==> config.mk <==
export PLATFORM = sky130hd
export DESIGN_NAME = lif_layer
export DESIGN_NICKNAME = d
export VERILOG_FILES = /design/src/rtl/lif_layer.sv
export SDC_FILE = /design/constraint.sdc
export NUM_CORES = 1
export LEC_CHECK = 0
export BUFFER_PORTS_ARGS = -buffer_cell sky130_fd_sc_hd__clkbuf_2
export CAP_MARGIN = 10
export CORE_ASPECT_RATIO = 1.5
export CORE_MARGIN = 4
export CORE_UTILIZATION = 51
export DETAILED_ROUTE_END_ITERATION = 8
export PLACE_DENSITY = 0.71
export SETUP_SLACK_MARGIN = 0.02
export SLEW_MARGIN = 20
export SYNTH_ARGS = -nofsm -noshare
export SYNTH_HDL_FRONTEND = slang
export SYNTH_SLANG_ARGS = --single-unit
==> constraint.sdc <==
create_clock -name clk -period 6.45 [get_ports clk]
set_clock_uncertainty 0.15 [all_clocks]
set_input_delay 0.645 -clock clk [delete_from_list [all_inputs] [get_ports clk]]
set_output_delay 0.645 -clock clk [all_outputs]
set_load 0.02 [all_outputs]
==> src/rtl/lif_layer.sv <==
// lif_layer: a layer of integrate-and-fire neurons fed by a binary input
// spike vector, processed one timestep per step_valid/step_ready handshake.
// Weights sit in an address-decoded register array (neuron in addr[27:8],
// input index in addr[7:0]) and are never touched by reset.
// Optional feature macro: LIF_LAYER_LEAK_EN enables a per-timestep leak of
// LEAK toward RESET for neurons that do not fire; without it the neurons
// are pure integrate-and-fire and LEAK has no effect.
//
// state | meaning
// IDLE  | waiting for a timestep; weight writes accepted
// ACCUM | one input index per cycle, adding weights of active inputs
// FIRE  | threshold compare: spike/reset/refractory load, or leak/decrement
// DONE  | publish spike vector and pulse spike_out_valid
module lif_layer #(
  parameter longint      THRESH      = 15,
  parameter longint      RESET       = 0,
  parameter int unsigned REFRAC      = 5,
  parameter int unsigned LEAK        = 1,
  parameter int          WEIGHT_SIZE = 32,
  parameter int          NUM_INPUTS  = 4,
  parameter int          NUM_NEURONS = 1
) (
  input  logic                   clk,
  input  logic                   rst,
  input  logic                   step_valid,
  output logic                   step_ready,
  input  logic [NUM_INPUTS-1:0]  spike_in,
  output logic [NUM_NEURONS-1:0] spike_out,
  output logic                   spike_out_valid,
  input  logic [27:0]            mem_addr,
  input  logic [WEIGHT_SIZE-1:0] mem_din,
  input  logic                   mem_wen,
  output logic [WEIGHT_SIZE-1:0] mem_dout
);

  localparam int PW = WEIGHT_SIZE + 8;
  localparam int JW = (NUM_INPUTS > 1) ? $clog2(NUM_INPUTS) : 1;
  localparam int NW = (NUM_NEURONS > 1) ? $clog2(NUM_NEURONS) : 1;
  localparam int RW = (REFRAC > 0) ? $clog2(REFRAC + 1) : 1;

  localparam logic signed [PW-1:0] THRESH_P = PW'(THRESH);
  localparam logic signed [PW-1:0] RESET_P  = PW'(RESET);
  localparam logic signed [PW-1:0] POT_MAX  = {1'b0, {(PW-1){1'b1}}};
  localparam logic signed [PW-1:0] POT_MIN  = {1'b1, {(PW-1){1'b0}}};
  localparam logic [RW-1:0]        REFRAC_P = RW'(REFRAC);
  localparam logic [JW-1:0]        LAST_J   = JW'(NUM_INPUTS - 1);

`ifdef LIF_LAYER_LEAK_EN
  localparam bit LEAK_ON = 1'b1;
`else
  localparam bit LEAK_ON = 1'b0;
`endif
  // A zero leak amount leaves the potential untouched in FIRE.
  localparam logic signed [PW:0] LEAK_AMT = LEAK_ON ? (PW+1)'(LEAK) : '0;

  typedef enum logic [1:0] {IDLE, ACCUM, FIRE, DONE} state_t;

  state_t                 state, state_nxt;
  logic [JW-1:0]          j;
  logic [NUM_INPUTS-1:0]  spikes_lat;
  logic [NUM_NEURONS-1:0] fire_vec, fire_nxt;
  logic                   accept, do_accum, do_fire, do_done;

  logic [WEIGHT_SIZE-1:0] weight    [NUM_NEURONS][NUM_INPUTS];
  logic signed [PW-1:0]   potential [NUM_NEURONS];
  logic signed [PW-1:0]   pot_nxt   [NUM_NEURONS];
  logic [RW-1:0]          refrac    [NUM_NEURONS];
  logic [RW-1:0]          ref_nxt   [NUM_NEURONS];

  logic [19:0]            addr_n;
  logic [7:0]             addr_i;
  logic                   addr_ok;
  logic [NW-1:0]          sel_n;
  logic [JW-1:0]          sel_i;

  // Add with clamping at the potential's signed range instead of wrapping.
  function automatic logic signed [PW-1:0] sat_add(input logic signed [PW-1:0] p,
                                                   input logic signed [WEIGHT_SIZE-1:0] w);
    logic signed [PW:0] s;
    s = (PW+1)'(p) + (PW+1)'(w);
    if (s[PW] != s[PW-1]) sat_add = s[PW] ? POT_MIN : POT_MAX;
    else                  sat_add = s[PW-1:0];
  endfunction

  // Move toward RESET by LEAK_AMT, landing exactly on RESET rather than crossing it.
  function automatic logic signed [PW-1:0] leak_step(input logic signed [PW-1:0] p);
    logic signed [PW:0] pe, d;
    pe = (PW+1)'(p);
    d  = pe - (PW+1)'(RESET_P);
    if (d > LEAK_AMT)       leak_step = PW'(pe - LEAK_AMT);
    else if (d < -LEAK_AMT) leak_step = PW'(pe + LEAK_AMT);
    else                    leak_step = RESET_P;
  endfunction

  assign addr_n  = mem_addr[27:8];
  assign addr_i  = mem_addr[7:0];
  assign addr_ok = (32'(addr_n) < NUM_NEURONS) && (32'(addr_i) < NUM_INPUTS);
  assign sel_n   = addr_n[NW-1:0];
  assign sel_i   = addr_i[JW-1:0];
  assign accept  = step_valid && step_ready;

  // state register
  always_ff @(posedge clk or posedge rst) begin
    if (rst) state <= IDLE;
    else     state <= state_nxt;
  end

  // next-state logic
  always_comb begin
    state_nxt = state;
    case (state)
      IDLE:    if (accept) state_nxt = ACCUM;
      ACCUM:   if (j == LAST_J) state_nxt = FIRE;
      FIRE:    state_nxt = DONE;
      DONE:    state_nxt = IDLE;
      default: state_nxt = IDLE;
    endcase
  end

  // FSM outputs: handshake plus per-state datapath enables
  always_comb begin
    step_ready = (state == IDLE) && !rst;
    do_accum   = (state == ACCUM);
    do_fire    = (state == FIRE);
    do_done    = (state == DONE);
  end

  // capture the offered timestep and walk the input index through ACCUM
  always_ff @(posedge clk or posedge rst) begin
    if (rst) begin
      spikes_lat <= '0;
      j          <= '0;
    end else if (accept) begin
      spikes_lat <= spike_in;
      j          <= '0;
    end else if (do_accum) begin
      j <= j + JW'(1);
    end
  end

  // per-neuron integrate, fire/reset/refractory, or leak/countdown
  always_comb begin
    for (int n = 0; n < NUM_NEURONS; n++) begin
      pot_nxt[n]  = potential[n];
      ref_nxt[n]  = refrac[n];
      fire_nxt[n] = (refrac[n] == '0) && (potential[n] >= THRESH_P);
      if (do_accum) begin
        if (spikes_lat[j] && (refrac[n] == '0))
          pot_nxt[n] = sat_add(potential[n], weight[n][j]);
      end else if (do_fire) begin
        if (fire_nxt[n]) begin
          pot_nxt[n] = RESET_P;
          ref_nxt[n] = REFRAC_P;
        end else begin
          pot_nxt[n] = leak_step(potential[n]);
          if (refrac[n] != '0) ref_nxt[n] = refrac[n] - RW'(1);
        end
      end
    end
  end

  // neuron state registers; the weight array is kept out of reset on purpose
  always_ff @(posedge clk or posedge rst) begin
    if (rst) begin
      for (int n = 0; n < NUM_NEURONS; n++) begin
        potential[n] <= RESET_P;
        refrac[n]    <= '0;
      end
      fire_vec <= '0;
    end else begin
      for (int n = 0; n < NUM_NEURONS; n++) begin
        potential[n] <= pot_nxt[n];
        refrac[n]    <= ref_nxt[n];
      end
      if (do_fire) fire_vec <= fire_nxt;
    end
  end

  // publish the spike vector once per timestep and hold it until the next
  always_ff @(posedge clk or posedge rst) begin
    if (rst) begin
      spike_out       <= '0;
      spike_out_valid <= 1'b0;
    end else begin
      spike_out_valid <= do_done;
      if (do_done) spike_out <= fire_vec;
    end
  end

  // weight writes only while idle and in range; a write on the accepting edge still lands
  always_ff @(posedge clk) begin
    if (mem_wen && (state == IDLE) && addr_ok)
      weight[sel_n][sel_i] <= mem_din;
  end

  // registered read port, usable in any state; out-of-range reads return zero
  always_ff @(posedge clk or posedge rst) begin
    if (rst)          mem_dout <= '0;
    else if (addr_ok) mem_dout <= weight[sel_n][sel_i];
    else              mem_dout <= '0;
  end

endmodule

==> Yosys cells after proc, flatten, opt, wreduce, memory -nomap -nowiden <==
Memories as Yosys holds them, arrays and structs flattened.
Cells that the tools add are included.
{ "word_totals": {"ram_bits": 128, "in_bits": 68, "n_memories": 1, "out_inout_bits": 35, "regBits": 86, "wordCells": 81} }
{ "memory_table": {"columns": ["memory", "depth", "width", "rd", "rd_clocked_by_memory_dff", "write_ports", "line", "text"], "rows": [
  ["weight", 1, 128, 2, 0, 1, "64", "logic [WEIGHT_SIZE-1:0] weight [NUM_NEURONS][NUM_INPUTS];"]
]} }
{ "op_classes": {"order_cmp": 9, "addsub": 3, "eq_ne": 10, "n_bitwise": 3, "n_reduce_logical": 18, "muxes": 28} }
{ "ops": {"columns": ["operator", "n"], "rows": [
  ["$mux 40", 8],
  ["$mux 32", 6],
  ["$bmux 32 s2", 2],
  ["$mux 128", 1],
  ["$demux 32 s2", 1],
  ["$add 40x32->41", 1],
  ["$ge 40x5->1 const B", 1],
  ["$gt 40x1->1 const B", 1],
  ["$lt 40x1->1 const B", 1],
  ["$lt 20x1->1 const B", 1],
  ["$logic_and 1x1->1", 8],
  ["$lt 8x3->1 const B", 1],
  ["$mux 2", 4],
  ["$pmux 2 s4", 1],
  ["$eq 2x2->1 const B", 3],
  ["$ge 3x3->1 const B", 2],
  ["$mux 3", 2],
  ["$ne 3x3->1 const B", 2],
  ["$not 2->3", 2],
  ["$reduce_bool 2->1", 3],
  ["$ne 2x1->1 const B", 2],
  ["$reduce_and 4->1", 1],
  ["$logic_not 3->1", 1],
  ["$lt 2x3->1 const B", 1],
  ["14 further kinds", 15]
]} }

==> Logic depth before layout (Yosys ltp) <==
Gate-level depths: netlist of run 1.
{ "depth": {"word_depth": 9, "mapped_depth": 16, "depth_no_buf": 12} }

==> Least setup slack after synthesis of run 1 <==
No wires, ideal clock.
{ "synth_path": {"path_kind": "input -> register", "from": "input mem_addr[20]", "to": "memory weight[0][100] in the netlist's numbering, enable pin", "path_buffers": 1, "stages": 5, "t_required_ps": 5799, "setup_time_ps": 501, "path_slack_ps": 813, "t_arrival_ps": 4986, "path_cell_list": "or4_1 -> nor4_1 -> nand4_1 -> clkbuf_1 -> nor4_1"} }
{ "synth_between": {"elab_chain_len": 5} }
{ "synth_rtl": {"columns": ["item", "line", "text"], "rows": [
  ["start, declared", "30", "input logic [27:0] mem_addr,"],
  ["$lt 20x1->1", "97", "assign addr_ok = (32'(addr_n) < NUM_NEURONS) && (32'(addr_i) < NUM_INPUTS);"],
  ["$logic_and 1x1->1", "97", null],
  ["$logic_and 1x1->1", "192", "if (mem_wen && (state == IDLE) && addr_ok)"],
  ["$mux 1", "192", null],
  ["$mux 128 (implied by the code)", "193", "weight[sel_n][sel_i] <= mem_din;"],
  ["end, declared", "64", null]
]} }
No other way between the ends.

==> Worst setup path in the final report of run 1 <==
{ "layout_path": {"from": "register j[0]", "to": "register potential[23] in the netlist's numbering"} }
{ "layout_between": {"elab_chain_len": 9, "word_cells_on_any_way": 15, "cone_classes": "add/sub: 1; eq/ne: 2; mux: 9; bitwise: 1; reduce/logical: 2"} }
{ "layout_rtl": {"columns": ["item", "line", "text"], "rows": [
  ["start, declared", "59", "logic [JW-1:0] j;"],
  ["start signal, assigned", "137", "j <= j + JW'(1);"],
  ["$not 2->3 (implied by the code)", "149", "pot_nxt[n] = sat_add(potential[n], weight[n][j]);"],
  ["$bmux 32 s2", "149", null],
  ["$mux 32 (implied by the code) (2 in series)", "149", null],
  ["$add 40x32->41", "80", "s = (PW+1)'(p) + (PW+1)'(w);"],
  ["$mux 40 or $ne 1x1->1 (tied branches)", "81", "if (s[PW] != s[PW-1]) sat_add = s[PW] ? POT_MIN : POT_MAX;"],
  ["$mux 40", "81", null],
  ["$mux 40", "148", "if (spikes_lat[j] && (refrac[n] == '0))"],
  ["$mux 40", "147", "if (do_accum) begin"],
  ["end signal, assigned by index", "172", "potential[n] <= pot_nxt[n];"],
  ["end, declared", "65", "logic signed [PW-1:0] potential [NUM_NEURONS];"]
]} }
Parallel ways exist; a longest one is shown, timed or not. The select of a mux whose other input is x is not followed.
A chain may end at the register's enable or synchronous reset.

==> impl_metrics.csv, run 1 <==
group,metric,value,unit
status,outcome,"complete, no violations",
worst_setup_path,r2r_end,"potential[23]",
sta,finalSetupViolCount,0,
clock_tree,numCtsBuffers,21,
global_route,grt_overflow,0,
placement,place_hpwl,18400,µm
global_route,grt_max_degree,69,
layout,finalNonFillerCells,1215,
sta,slew_headroom,36.1,%
worst_setup_path,cp_cell_sequence,"buf_4 > mux4_2 > ha_1 > nand2_1 > nor4_1 > o2111ai_1 > nand4_1 > nand4_1 > o2111ai_1 > and2_1 > a21oi_4 > a221o_1",
worst_setup_path,cpMaxStageDelayCell,"dfrtp_2",
floorplan,design.core.area,0.0217,mm²
drt,routed_wl,25800,µm
worst_setup_path,critical_path_class,"register to register",
synth,ys_ff_latch,214,
layout,n_antenna_cell,0,
clock_tree,tritoncts,"done",
placement,gp_congestion,0.896,
layout,drive_above_1_share,24.7,%
clock_tree,clkTransAtPathRegs,70,ps
drt,drt_iter0_drc,451,
synth,async_flop_share,40.2,%
layout,nets,1045,
clock_tree,clock_sink_count,214,
synth,synth_area_leaders,"edfxtp_1, dfrtp_1, mux4_2",
worst_setup_path,cp.required,6670,ps
floorplan,dieArea,0.0245,mm²
global_route,antenna_found_initial,0,
synth,ys.flop_type,"edfxtp_1",
drt,first_pass_iters,7,
floorplan,rows,66,
synth,post-synth-top-count-cell,"edfxtp_1",
floorplan,io_pins,103,
hold_path,whs_path_depth,1,
layout,regArea,0.00600,mm²
clock_tree,cts_root_buf,"clkbuf_16",
worst_setup_path,start_kind,"register",
worst_setup_path,arrival,5560,ps
synth,synth_area_per_cell,13.5,µm²
synth,yosysWarningCount,0,
synth,synthCells,831,
floorplan,die-height,190,µm
sta,period_needed,5330,ps
layout,syn_to_final_growth,12.9,%
pwr,p_per_area,457,mW/mm²
worst_setup_path,critPathCaptureType,"register",
hold_path,whs_endpoint,"weight[0][68]",
synth,syn_area,0.0112,mm²
placement,place_area,0.0120,mm²
pwr,vdd_drop_max,0.269,mV
pwr,p_leak,5.09,nW
synth,post-synth-top-area-cell,"edfxtp_1",
synth,syn-num-nets,948,
sta,slew_violations,0,
clock_tree,ctsLongestPathBuffers,3,
global_route,grt_pass1_wl,41900,µm
floorplan,initial_core_util,51.7,%
drt,viasPerCell,6.18,
synth,netlist.area_leader.share,34.2,%
layout,fillers,1773,
sta,rsz0062_at_grt,"no",
worst_setup_path,cpPeakStageDelay,860,ps
clock_tree,insertion_delay,510,ps
clock_tree,cts_max_level,1,
synth,synth_enable_flop_cells,128,
hold_path,hold_path.class,"input port to register",
hold_path,hold_path.startpoint,"mem_din[4]",
synth,ys_types,67,
global_route,grt_pass1_vias,7892,
worst_setup_path,reg2reg_slack,1120,ps
synth,yosys-top-cells-count,"edfxtp_1, dfrtp_1, mux4_2",
clock_tree,cts_setup_buffers,0,
sta,min_period_over_period,82.7,%
sta,hold_violations,0,
sta,worst_pin_slew,959,ps
sta,hold_slack,198,ps
drt,via_count,7513,
layout,fin_area,0.0127,mm²
placement,portBuffers,102,
pwr,total_power,5.80,mW
sta,fin_setup_tns,0,ps
placement,place_inst,1176,
run,cap_violations,0,
worst_setup_path,reg2regPathDepth,12,
global_route,gr-usage-all-layers,21.6,%
drt,drc,0,
floorplan,die_x,129,µm
drt,ant_nets,0,
sta,max_freq,0.188,GHz
worst_setup_path,r2r_start,"j[0]",
drt,wl_per_cell,21.3,µm
synth,ys_seq_area_share,53.4,%
layout,multiInputGateArea,0.00497,mm²
worst_setup_path,crit_path_max_fanout,25,
placed cells by master (no fill, tap or decap), types with 14 or more instances in the layout:
cell type	count
edfxtp_1	128
clkbuf_2	102
dfrtp_1	85
mux4_2	65
a21oi_1	49
ha_1	48
nand2_1	46
nor2b_1	38
nand3_1	31
nor2_1	28
o21ai_0	23
xnor2_1	22
a22o_1	22
clkbuf_16	21
a21o_1	19
nor4_1	18
xor2_1	15
a221o_1	15
buf_4	14
metrics by stage:
step	worst slack [ps]	util, %
after floorplan	813	-
after global placement	1320	55.2
after detailed placement	1160	55.2
after CTS	1140	58.4
after global routing	668	58.4
final	1120	58.4
worst max-delay path: cells and delay by family, from the launching register on:
family                   cells  cell delay (ps)
adder cells (fa/ha/maj)      1              410
multiplexers                 1              520
flip-flops                   1              860
buffers and inverters        1              320
AND/OR/NAND/NOR              5             1950
AO/OA/AOI/OAI                4              970
flip-flops by register name (all words and copies together) (netlist names):
register and cells:
spikes_lat 4, j 2, spike_out 1, weight 128, fire_vec 1, mem_dout 32, potential 40, spike_out_valid 1
refrac 3, state 2
layer usage:
metal | vias up | global-route usage (%) | share of wire (%) | wire (µm)
li1 | 3476 | - | - | -
met1 | 3807 | 28.2 | 40 | 10400
met2 | 186 | 38.4 | 53 | 13800
met3 | 44 | 2.53 | 4.2 | 1080
met4 | 0 | 5.58 | 2.3 | 585
met5 | - | 0 | 0 | 0
timing repair:
| item | CTS | global route |
|---|---|---|
| resized for setup | 0 | 0 |
| endpoints found under the hold margin | 18 | 0 |
| hold buffers | 1 | 0 |
layout make-up:
| type | count | share of cell area [%] |
|---|---|---|
| Clock buffer | 29 | 4.38 |
| Clock inverter | 9 | 1.09 |
| Inverter | 14 | 0.424 |
| Multi-Input combinational cell | 560 | 39.2 |
| Sequential cell | 214 | 47.3 |
| Tap cell | 272 | 2.68 |
| Timing Repair Buffer | 117 | 4.93 |
cells by family (layout without fill, tap and decap cells):
group / count (synthesis) / count (layout) / share of synthesized area (%)
AO/OA/AOI/OAI: 193 / 193 / 12.3
XOR/XNOR: 37 / 37 / 2.88
adder cells (fa/ha/maj): 49 / 49 / 5.52
buffers and inverters: 57 / 169 / 2.48
flip-flops: 214 / 214 / 53.4
multiplexers: 73 / 73 / 13.8
AND/OR/NAND/NOR: 208 / 208 / 9.70
power by group:
part	internal (mW)	switching (mW)
sequential	1.59	0.174
combinational	1.19	1.59
clock	0.731	0.521
worst max path at each step:
stage / startpoint / end / slack [ps] / cells after the start
CTS: j[0] / potential[23] / 1140 / 12
global placement: j[0] / potential[26] / 1320 / 12
finish: j[0] / potential[23] / 1120 / 12
global route: j[0] / potential[20] / 670 / 12
detailed placement: j[0] / potential[34] / 1160 / 12
floorplan: mem_addr[20] / weight[0][100] / 810 / 5
Power figures use the tool's default switching activity.
==> run 2, diff against run 1 <==
- ABC_AREA: not set -> 1
- PLACE_DENSITY: 0.71 -> 0.74
- clock period: 6.45 -> 4.4 ns (I/O delays scaled with it)
==> impl_metrics.csv, run 2 <==
group,metric,value,unit
status,outcome,"complete, but fails checks",
status,violations,"hold timing",
floorplan,dieArea,0.0263,mm²
layout,most-common-layout-cells,"nand2_1, nor2_1, edfxtp_1, inv_1, clkbuf_2",
worst_setup_path,path_buf_inv,3,
pwr,vdd_drop_max,0.350,mV
floorplan,design.core.area,0.0231,mm²
worst_setup_path,critPathTopFamily,"simple AND/OR/NAND/NOR gates",
sta,period_needed,3840,ps
synth,synth_enable_flop_cells,128,
synth,netlist.area_leader.share,31.8,%
synth,async_flop_share,40.2,%
floorplan,initial_core_util,52.2,%
drt,drt_iter0_drc,770,
worst_setup_path,arrival,4080,ps
floorplan,io_pins,103,
layout,n_antenna_cell,0,
drt,ant_nets,0,
global_route,grt_max_degree,67,
worst_setup_path,reg2regPathDepth,21,
worst_setup_path,critPathCaptureType,"register",
placement,preCtsSetupSlack,610,ps
sta,rsz0062_at_grt,"no",
worst_setup_path,start_kind,"register",
sta,hold_violations,32,
pwr,p_leak,6.30,nW
worst_setup_path,cpPeakStageDelay,480,ps
worst_setup_path,crit_path_max_fanout,66,
layout,post-route-util,59.8,%
synth,synthCells,1445,
layout,syn_to_final_growth,14.5,%
layout,reg_top3,"weight: 128 flops, potential: 40 flops, mem_dout: 32 flops",
placement,place_area,0.0130,mm²
pwr,p_per_area,730,mW/mm²
clock_tree,clkTransAtPathRegs,70,ps
worst_setup_path,r2r_start,"j[0]",
synth,yosysWarningCount,0,
floorplan,die_x,134,µm
pwr,total_power,10.1,mW
drt,viasPerCell,5.67,
clock_tree,cts_setup_buffers,0,
sta,fin_ws,564,ps
synth,ys_types,33,
sta,finalSetupViolCount,0,
layout,regMostFlops,"weight",
clock_tree,ctsLongestPathBuffers,3,
sta,min_period_over_period,87.2,%
sta,slew_violations,0,
synth,ys_ff_latch,214,
sta,worst_pin_slew,1060,ps
worst_setup_path,reg2reg_slack,560,ps
drt,via_count,10700,
drt,routed_wl,34400,µm
synth,yosys-top-cells-count,"nand2_1, nor2_1, edfxtp_1",
floorplan,rows,68,
clock_tree,insertion_delay,510,ps
floorplan,die-height,197,µm
layout,drive_above_1_share,13.8,%
drt,first_pass_iters,6,
worst_setup_path,cp_common_cell,"nand2_1",
clock_tree,tritoncts,"done",
worst_setup_path,cpMaxStageDelayCell,"dfrtp_2",
synth,synth_area_per_cell,8.36,µm²
layout,largest_register_ffs,128,
global_route,grt_pass1_wl,54900,µm
global_route,gr-usage-all-layers,25.9,%
global_route,antenna_found_initial,0,
placement,portBuffers,102,
clock_tree,cts_resized,0,
run,cap_violations,0,
worst_setup_path,r2r_end,"potential[12]",
synth,ys.flop_type,"edfxtp_1",
worst_setup_path,cp_cell_sequence,"inv_1 > buf_12 > o21ai_0 > o22ai_1 > ha_1 > fa_1 > nand3_2 > nand2_2 > nand2_1 > nand2_2 > nand2_1 > nand3_2 > nand2_2 > nand2_1 > nand2_1 > nand2_1 > nand2_2 > buf_12 > nand3_1 > nand2_1 > nand2_1",
layout,nets,1676,
placement,place_hpwl,25100,µm
synth,post-synth-top-area-cell,"edfxtp_1",
synth,post-synth-top-count-cell,"nand2_1",
sta,slew_headroom,29.5,%
synth,syn_area,0.0121,mm²
sta,max_freq,0.261,GHz
drt,drc,0,
global_route,grt_pass1_vias,10700,
clock_tree,numCtsBuffers,21,
synth,ys_seq_area_share,49.6,%
global_route,grt_overflow,0,
sta,hold_slack,-11.3,ps
hold_path,hold_path.class,"input port to async pin",
clock_tree,cts_max_level,1,
synth,synth_area_leaders,"edfxtp_1, dfrtp_1, nand2_1",
worst_setup_path,critical_path_class,"register to register",
layout,mostFrequentLayoutCell,"nand2_1",
layout,fin_area,0.0138,mm²
clock_tree,clock_sink_count,214,
placement,gp_congestion,0.982,
synth,syn-num-nets,1562,
sta,fin_setup_tns,0,ps
worst_setup_path,cp.required,4650,ps
drt,wl_per_cell,18.2,µm
clock_tree,cts_root_buf,"clkbuf_16",
run 2: cell count changes after synthesis, sizes merged, moves of 22 or more:
| cell | delta |
|---|---|
| a22o | -22 |
| a22oi | +32 |
| a31oi | +26 |
| inv | +96 |
| mux4 | -65 |
| nand2 | +408 |
| nand3 | +35 |
| nor2 | +142 |
| nor2b | -38 |
| o21ai | +64 |
| o22ai | +34 |
run 2: per-layer routing:
metal | up-vias | global-route usage, % | routed length [µm] | share of wire, %
met2 | 427 | 47.9 | 17700 | 51
li1 | 5112 | - | - | -
met5 | - | 0 | 0 | 0
met1 | 5065 | 30.1 | 13200 | 38
met4 | 0 | 12.4 | 1650 | 4.8
met3 | 99 | 2.50 | 1860 | 5.4
run 2: cell type report:
class                   instances  area [µm²]
clock buffers                  28         582
well taps                     315         394
clock inverters                10         100
fillers                      2066        9310
multi-input cells            1070        5460
repair buffers                142         883
flip-flops and latches        214        6000
inverters                     110         414
run 2: how the worst max path moves through the flow:
stage            startpoint        endpoint  depth (start not counted)
2_1_floorplan  mem_addr[11]  weight[0][100]                          6
3_3_place_gp           j[1]   potential[10]                         20
6_report               j[0]   potential[12]                         21
3_5_place_dp           j[1]   potential[11]                         20
5_1_grt                j[1]   potential[12]                         19
4_1_cts                j[0]   potential[12]                         21
run 2: what timing repair did:
action,CTS,global route
setup endpoints to repair,0,0
endpoints found under the hold margin,40,4
hold buffers,13,1
run 2: power by group:
group | internal [mW] | switching [mW]
clock | 1.00 | 0.750
sequential | 2.34 | 0.200
combinational | 1.96 | 3.85
run 2: kinds of logic after synthesis:
| kind of cell | synth area share (%) |
|---|---|
| and+or+nand+nor | 25.8 |
| AOI/OAI and AO/OA | 12.5 |
| DFF | 49.6 |
| buffers and inverters | 5.44 |
| adders and majority gates | 5.14 |
| xor gates and xnor gates | 1.52 |
run 2: through the flow:
step                      std cells  hold WS, ps
after floorplan                1445          294
after global routing           1889         4.96
after global placement         1837          315
final                          1889        -11.3
after CTS                      1888         1.41
after detailed placement       1837          321
